<file path="src/rtl/quad_step_decoder_if.sv">
// Encoder-side and counter-side signals of the quadrature step decoder.
// The master drives the raw encoder and control inputs; the slave is the decoder.
interface quad_step_decoder_if;
  logic en;
  logic a_in;
  logic b_in;
  logic clr_err;
  logic inc;
  logic dec;
  logic err;
  logic err_sticky;

  modport master (
    output en,
    output a_in,
    output b_in,
    output clr_err,
    input  inc,
    input  dec,
    input  err,
    input  err_sticky
  );

  modport slave (
    input  en,
    input  a_in,
    input  b_in,
    input  clr_err,
    output inc,
    output dec,
    output err,
    output err_sticky
  );
endinterface

</file>
<file path="src/rtl/quad_step_decoder.sv">
// Quadrature front end: synchronise and de-glitch raw A/B, then decode Gray-code
// steps into single-cycle inc/dec pulses and flag illegal double-channel jumps.
module quad_step_decoder #(
  parameter int SYNC_STAGES = 2,
  parameter int FILT_LEN    = 4,
  parameter int MODE        = 0
) (
  input  logic               clk,
  input  logic               rst_n,
  quad_step_decoder_if.slave bus
);

  localparam int CNT_W    = $clog2(FILT_LEN + 1);
  localparam int INIT_CYC = SYNC_STAGES + FILT_LEN + 1;
  localparam int INIT_W   = $clog2(INIT_CYC + 1);

  typedef enum logic [0:0] {
    S_INIT,
    S_RUN
  } state_t;

  function automatic logic is_fwd(input logic [1:0] p, input logic [1:0] c);
    case ({p, c})
      4'b0001, 4'b0111, 4'b1110, 4'b1000: is_fwd = 1'b1;
      default:                            is_fwd = 1'b0;
    endcase
  endfunction

  function automatic logic is_rev(input logic [1:0] p, input logic [1:0] c);
    case ({p, c})
      4'b0100, 4'b1101, 4'b1011, 4'b0010: is_rev = 1'b1;
      default:                            is_rev = 1'b0;
    endcase
  endfunction

  function automatic logic is_illegal(input logic [1:0] p, input logic [1:0] c);
    is_illegal = ((p ^ c) == 2'b11);
  endfunction

  // Reset: asserted asynchronously, released on a clock edge
  logic [1:0] rst_sync_q;
  logic [1:0] rst_sync_d;
  logic       rst_n_i;

  always_comb begin
    rst_sync_d = {rst_sync_q[0], 1'b1};
  end

  always_ff @(posedge clk or negedge rst_n) begin
    if (!rst_n) begin
      rst_sync_q <= '0;
    end else begin
      rst_sync_q <= rst_sync_d;
    end
  end

  assign rst_n_i = rst_sync_q[1];

  // Synchroniser chain, channel index 1 = A, 0 = B
  logic [1:0]                  raw;
  logic [1:0][SYNC_STAGES-1:0] sync_q;
  logic [1:0][SYNC_STAGES-1:0] sync_d;
  logic [1:0]                  synced;

  assign raw = {bus.a_in, bus.b_in};

  always_comb begin
    for (int ch = 0; ch < 2; ch++) begin
      sync_d[ch] = {sync_q[ch][SYNC_STAGES-2:0], raw[ch]};
      synced[ch] = sync_q[ch][SYNC_STAGES-1];
    end
  end

  // Filter: a new level is accepted only after FILT_LEN consecutive mismatching cycles
  logic [1:0][CNT_W-1:0] fcnt_q;
  logic [1:0][CNT_W-1:0] fcnt_d;
  logic [1:0]            filt_q;
  logic [1:0]            filt_d;

  always_comb begin
    for (int ch = 0; ch < 2; ch++) begin
      filt_d[ch] = filt_q[ch];
      fcnt_d[ch] = '0;
      if (synced[ch] != filt_q[ch]) begin
        if (fcnt_q[ch] == CNT_W'(FILT_LEN - 1)) begin
          filt_d[ch] = synced[ch];
        end else begin
          fcnt_d[ch] = fcnt_q[ch] + CNT_W'(1);
        end
      end
    end
  end

  // Decode FSM: INIT lets the front end settle before any step is believed
  state_t              state_q;
  state_t              state_d;
  logic [INIT_W-1:0]   init_cnt_q;
  logic [INIT_W-1:0]   init_cnt_d;
  logic [1:0]          prev_q;
  logic [1:0]          prev_d;
  logic                inc_q;
  logic                inc_d;
  logic                dec_q;
  logic                dec_d;
  logic                err_q;
  logic                err_d;
  logic                sticky_q;
  logic                sticky_d;

  always_comb begin
    state_d    = state_q;
    init_cnt_d = init_cnt_q;
    prev_d     = filt_q;
    inc_d      = 1'b0;
    dec_d      = 1'b0;
    err_d      = 1'b0;
    sticky_d   = bus.clr_err ? 1'b0 : sticky_q;
    case (state_q)
      S_INIT: begin
        if (init_cnt_q == INIT_W'(INIT_CYC - 1)) begin
          state_d    = S_RUN;
          init_cnt_d = '0;
        end else begin
          init_cnt_d = init_cnt_q + INIT_W'(1);
        end
      end
      S_RUN: begin
        // prev always follows cur, so disabled motion never surfaces on re-enable
        if (bus.en) begin
          if (is_illegal(prev_q, filt_q)) begin
            err_d    = 1'b1;
            sticky_d = 1'b1;
          end else if (MODE == 0) begin
            inc_d = is_fwd(prev_q, filt_q);
            dec_d = is_rev(prev_q, filt_q);
          end else begin
            inc_d = (prev_q == 2'b10) && (filt_q == 2'b00);
            dec_d = (prev_q == 2'b00) && (filt_q == 2'b10);
          end
        end
      end
      default: begin
        state_d = S_INIT;
      end
    endcase
  end

  always_ff @(posedge clk or negedge rst_n_i) begin
    if (!rst_n_i) begin
      sync_q     <= '0;
      fcnt_q     <= '0;
      filt_q     <= '0;
      state_q    <= S_INIT;
      init_cnt_q <= '0;
      prev_q     <= '0;
      inc_q      <= 1'b0;
      dec_q      <= 1'b0;
      err_q      <= 1'b0;
      sticky_q   <= 1'b0;
    end else begin
      sync_q     <= sync_d;
      fcnt_q     <= fcnt_d;
      filt_q     <= filt_d;
      state_q    <= state_d;
      init_cnt_q <= init_cnt_d;
      prev_q     <= prev_d;
      inc_q      <= inc_d;
      dec_q      <= dec_d;
      err_q      <= err_d;
      sticky_q   <= sticky_d;
    end
  end

  assign bus.inc        = inc_q;
  assign bus.dec        = dec_q;
  assign bus.err        = err_q;
  assign bus.err_sticky = sticky_q;

  a_one_pulse: assert property (@(posedge clk) disable iff (!rst_n_i)
    $onehot0({inc_q, dec_q, err_q}));

endmodule

</file>
<file path="src/flat_wrapper.sv">
// flat-port wrapper written by rule: the top's interface ports become plain ports
module quad_step_decoder_flat 
#(
  parameter int SYNC_STAGES = 2,
  parameter int FILT_LEN    = 4,
  parameter int MODE        = 0
)
  (clk, rst_n, bus_en, bus_a_in, bus_b_in, bus_clr_err, bus_inc, bus_dec, bus_err, bus_err_sticky);
  quad_step_decoder_if bus_i ();
  input  logic clk;
  input  logic rst_n;
  input wire logic [$bits(bus_i.en)-1:0] bus_en;
  input wire logic [$bits(bus_i.a_in)-1:0] bus_a_in;
  input wire logic [$bits(bus_i.b_in)-1:0] bus_b_in;
  input wire logic [$bits(bus_i.clr_err)-1:0] bus_clr_err;
  output wire logic [$bits(bus_i.inc)-1:0] bus_inc;
  output wire logic [$bits(bus_i.dec)-1:0] bus_dec;
  output wire logic [$bits(bus_i.err)-1:0] bus_err;
  output wire logic [$bits(bus_i.err_sticky)-1:0] bus_err_sticky;
  assign bus_i.en = bus_en;
  assign bus_i.a_in = bus_a_in;
  assign bus_i.b_in = bus_b_in;
  assign bus_i.clr_err = bus_clr_err;
  assign bus_inc = bus_i.inc;
  assign bus_dec = bus_i.dec;
  assign bus_err = bus_i.err;
  assign bus_err_sticky = bus_i.err_sticky;
  quad_step_decoder #(.SYNC_STAGES(SYNC_STAGES), .FILT_LEN(FILT_LEN), .MODE(MODE)) u_core (.clk(clk), .rst_n(rst_n), .bus(bus_i));
endmodule
</file>
<file path="config.mk">
export PLATFORM = sky130hd
export DESIGN_NAME = quad_step_decoder_flat
export DESIGN_NICKNAME = d
export VERILOG_FILES = /design/src/rtl/quad_step_decoder_if.sv /design/src/rtl/quad_step_decoder.sv /design/src/flat_wrapper.sv
export SDC_FILE = /design/constraint.sdc
export NUM_CORES = 1
export LEC_CHECK = 0
export CORE_UTILIZATION = 47
export DETAILED_ROUTE_END_ITERATION = 10
export PLACE_DENSITY = 0.76
export SLEW_MARGIN = 5
export SYNTH_ARGS = -nofsm -noshare
export SYNTH_HDL_FRONTEND = slang
export SYNTH_SLANG_ARGS = --single-unit
</file>
<file path="constraint.sdc">
create_clock -name clk -period 0.9 [get_ports clk]
set_clock_uncertainty 0.15 [all_clocks]
set_input_delay 0.18 -clock clk [delete_from_list [all_inputs] [get_ports clk]]
set_output_delay 0.18 -clock clk [all_outputs]
set_load 0.01 [all_outputs]
</file>
# Yosys cells after proc, flatten, opt, wreduce, memory -nomap -nowiden
# Cells that the tools add are included.
[classes] n_addsub=3 n_eq_ne=14 n_mux=22 n_bitwise=1 n_reduce_logical=4
[op_table] op="$mux 1" count=17
[op_table] op="$eq 4x4->1 const B" count=4
[op_table] op="$mux 3" count=5
[op_table] op="$add 3x1->3 const B" count=3
[op_table] op="$eq 4x3->1 const B" count=2
[op_table] op="$reduce_or 4->1" count=2
[op_table] op="$eq 3x2->1 const B" count=2
[op_table] op="$eq 4x1->1 const B" count=1
[op_table] op="$eq 4x2->1 const B" count=1
[op_table] op="$reduce_and 2->1" count=2
[op_table] op="$eq 3x3->1 const B" count=1
[op_table] op="$eq 2x2->1 const B" count=1
[op_table] op="$ne 1x1->1" count=2
[op_table] op="$xor 2x2->2" count=1
[word_totals] reg_bits=24 in_bits=6 word_cells=58

# Logic depth before layout (Yosys ltp)
[logic_depth] depth_word=6 ltp_mapped=3 ltp_nobuf=3

# Worst setup path after synthesis
# OpenSTA, ideal clock, no wires.
[synth_path] path_type="reg2reg" from="register u_core.fcnt_q[3] (netlist name)" to="register u_core.filt_q[1]" setup_time_ps=128 t_arrival_ps=998 required_time_ps=622 setup_slack_ps=-375 stages_incl_launch_ff=4 n_path_buf=0 cell_sequence="dfrtp_1 ha_1 nor2b_1 mux2_1"
[synth_between] elab_chain_cells=2
[synth_lines] item="start, declared" line="quad_step_decoder.sv:75" source="logic [1:0][CNT_W-1:0] fcnt_q;"
[synth_lines] item="start signal, assigned" line="quad_step_decoder.sv:162" source="fcnt_q <= fcnt_d;"
[synth_lines] item="$eq 3x2->1" line="quad_step_decoder.sv:85" source="if (fcnt_q[ch] == CNT_W'(FILT_LEN - 1)) begin"
[synth_lines] item="$reduce_and 2->1 (no line)"
[synth_lines] item="end signal, assigned" line="quad_step_decoder.sv:163" source="filt_q <= filt_d;"
[synth_lines] item="end, declared" line="quad_step_decoder.sv:77" source="logic [1:0] filt_q;"
# Every way passes these cells.
# A chain may end at the register's enable or synchronous reset.

# Worst setup path after layout
# Same ends and word-level chain as after synthesis.

==> results.py <==
metrics = {
    "run_status": {
        "violations": "negative setup slack",
        "outcome": "complete, but fails checks",
    },
    "floorplan": {
        "start_util_pct": 49.6,
        "fp.dieW_um": 44.7,
        "rows": 15,
        "core_sq_um": 1730,
        "die_h_um": 44.7,
        "die_area_sq_um": 2000,
        "ios": 10,
    },
    "drt": {
        "post-route-drc-count": 0,
        "dr_total_vias": 528,
        "via_per_inst": 4.89,
        "drtPass1Iterations": 4,
        "dr_wl_met3_um": 46,
        "antenna_left": 0,
        "drt_iter0_markers": 13,
        "wl_met2_um": 731,
        "routedWlPerCell_um": 12.6,
        "routed_wl_mm": 1.37,
        "met1_length_um": 571,
        "highest_layer": "met4",
    },
    "final_layout": {
        "drive_gt1_share_pct": 48.2,
        "fin_util_pct": 70.9,
        "nets": 92,
        "fin_cells": 108,
        "n_antenna_cell": 0,
        "mostFrequentLayoutCells": "dfrtp_1, buf_4, clkdlybuf4s50_1",
        "final_common_cell": "dfrtp_1",
        "syn_to_final_growth_pct": 42.8,
    },
    "worst_setup_path": {
        "critPathMaxStageDelay_ns": 0.37,
        "start_kind": "flip-flop",
        "startpoint": "u_core.fcnt_q[3]",
        "required_ns": 0.95,
        "rr_endpoint": "u_core.filt_q[1]",
        "cp_cell_sequence": "ha_2, nor2b_4, mux2_4",
        "crit_path_end_kind": "flip-flop",
        "worst-r2r-cell-count": 3,
        "critPathKind": "flip-flop to flip-flop",
        "crit_arrival_ns": 1.33,
        "setup.worst_path.end": "u_core.filt_q[1]",
        "r2r-start": "u_core.fcnt_q[3]",
        "slowest_stage": "dfrtp_1",
        "r2r_slack_ns": -0.38,
        "crit_fanout": 2,
    },
    "power_and_ir_drop": {
        "power_density_nw_per_um2": 2680,
        "ir_drop_mv": 1.25,
        "power_mw": 3.28,
        "power_leakage_nw": 0.587,
    },
    "logic_synthesis": {
        "netlist_top_cells_area": "dfrtp_1, xnor2_1, nor3b_1",
        "synth_area_per_cell_sq_um": 14.8,
        "synth_cell_type_count": 17,
        "synth_top_cell_by_area": "dfrtp_1",
        "synth_nets": 66,
        "yosys_warnings": 0,
        "synth_top_area_share_pct": 70.1,
        "synthCells": 58,
        "syn-cell-area_sq_um": 857,
        "ys_seq_area_share_pct": 70.1,
        "ys_seq_elements": 24,
    },
    "clocking": {
        "cts-root-buf": "clkbuf_4",
        "cts_tree": "built",
        "clkSinkCount": 24,
        "h-tree-depth": 1,
        "cts_made_buffers": 3,
        "cts.clk_slew.worst_paths_ns": 0.12,
        "clk_latency_ns": 0.30,
        "cts_buffer_depth": 2,
    },
    "global_route": {
        "grt_max_degree": 23,
        "track_usage_pct": 15.8,
        "grt_overflow_total": 0,
        "grt_pass1_wl_mm": 2.14,
        "antenna_found_initial": 0,
        "first_global_vias": 484,
    },
    "timing": {
        "timing.fmax_mhz": 780,
        "post-route-period-util_pct": 142,
        "rsz0062_at_grt": "yes",
        "hold_viol": 0,
        "fin_crit_ns": 1.28,
        "setup_viol": 19,
        "worst_slack_ns": -0.382,
        "slew_violations": 0,
    },
    "job": {
        "max_cap_violations": 0,
    },
    "placement": {
        "place_inst": 96,
        "io_buffers": 9,
        "gp_congestion": 0.691,
    },
    "hold_path": {
        "min_path_type": "flip-flop to asynchronous set/reset pin",
    },
}
-- routing by layer --
metal | GRT usage, % | vias up
met3 | 2.80 | 2
li1 | - | 253
met2 | 27.4 | 9
met1 | 18.5 | 264
met5 | 0 | -
met4 | 9.09 | 0
-- report_power, final --
part / total, mW / switching (mW) / internal, mW / leakage, nW
Combinational: 1.15 / 0.428 / 0.726 / 0.267
Clock: 0.544 / 0.297 / 0.247 / 0.0210
Sequential: 1.59 / 0.246 / 1.34 / 0.299
Total: 3.28 / 0.971 / 2.31 / 0.587
-- registers in the layout, indices dropped and copies added (netlist names) --
register               cells
u_core.sync_q              2
u_core.bus.inc             1
u_core.filt_q              2
u_core.bus.dec             1
u_core.fcnt_q              6
u_core.rst_sync_q          2
u_core.bus.err             1
u_core.bus.err_sticky      1
u_core.state_q             1
u_core.prev_q              2
u_core.sync_d              2
u_core.init_cnt_q          3
-- critical path: cells and delay by family (launching register included) --
family / cells / cell delay [ns]
DFF: 1 / 0.37
adders and majority gates: 1 / 0.19
and+or+nand+nor: 1 / 0.16
muxes: 1 / 0.30
-- cells by family after synthesis --
family,share of synthesized area [%]
AOI/OAI and AO/OA,6.42
xor gates and xnor gates,6.13
buffers and inverters,0.438
muxes,2.63
and+or+nand+nor,11.0
adders and majority gates,2.92
other,0.438
DFF,70.1
-- cell usage after synthesis --
cell      count
conb_1        1
nand2_1       2
xor2_1        1
ha_1          2
o21bai_1      2
mux2_1        2
o22a_1        1
dfrtp_1      24
nor3b_1       4
inv_1         1
nor3_1        4
xnor2_1       5
nor2b_1       3
a21o_1        2
a211oi_1      1
and3b_1       2
o32ai_1       1
-- layout make-up --
class                      count  area [sq um]
clock buffer                   4          36.3
inverter                       1          3.75
timing repair buffer          21           186
sequential                    24           604
fill                         133           503
multi-input combinational     33           362
tap                           25          31.3
-- metrics by stage --
stage	TNS [ns]	cell area, sq um	setup WS (ns)	hold WS [ns]
finish	-4.29	1220	-0.382	0.0854
floorplan	-1.81	906	-0.312	-0.266
detailed placement	-4.66	1070	-0.363	0.0791
CTS	-4.26	1190	-0.365	0.0865
global placement	-4.33	1070	-0.344	0.0489
global route	-5.03	1220	-0.422	0.0955
-- timing repair --
action                                  in CTS  in global routing
setup buffers                                6                  2
pin swaps                                    7                  2
resized for setup                           26                  7
hold buffers                                 1                  0
endpoints found under the setup margin      20                 20
gates cloned                                 0                  0
endpoints found under the hold margin        2                  0
-- worst min-delay path by stage --
stage	start	end	cells past startpoint
6_report	u_core.rst_sync_q[1]	u_core.sync_d[1]	1
5_1_grt	u_core.rst_sync_q[1]	u_core.bus.err	1
4_1_cts	u_core.rst_sync_q[1]	u_core.fcnt_q[0]	1
3_5_place_dp	u_core.rst_sync_q[1]	u_core.fcnt_q[0]	1
3_3_place_gp	u_core.rst_sync_q[1]	u_core.fcnt_q[0]	1
2_1_floorplan	rst_n	u_core.rst_sync_q[0]	0
Power figures use the tool's default switching activity.
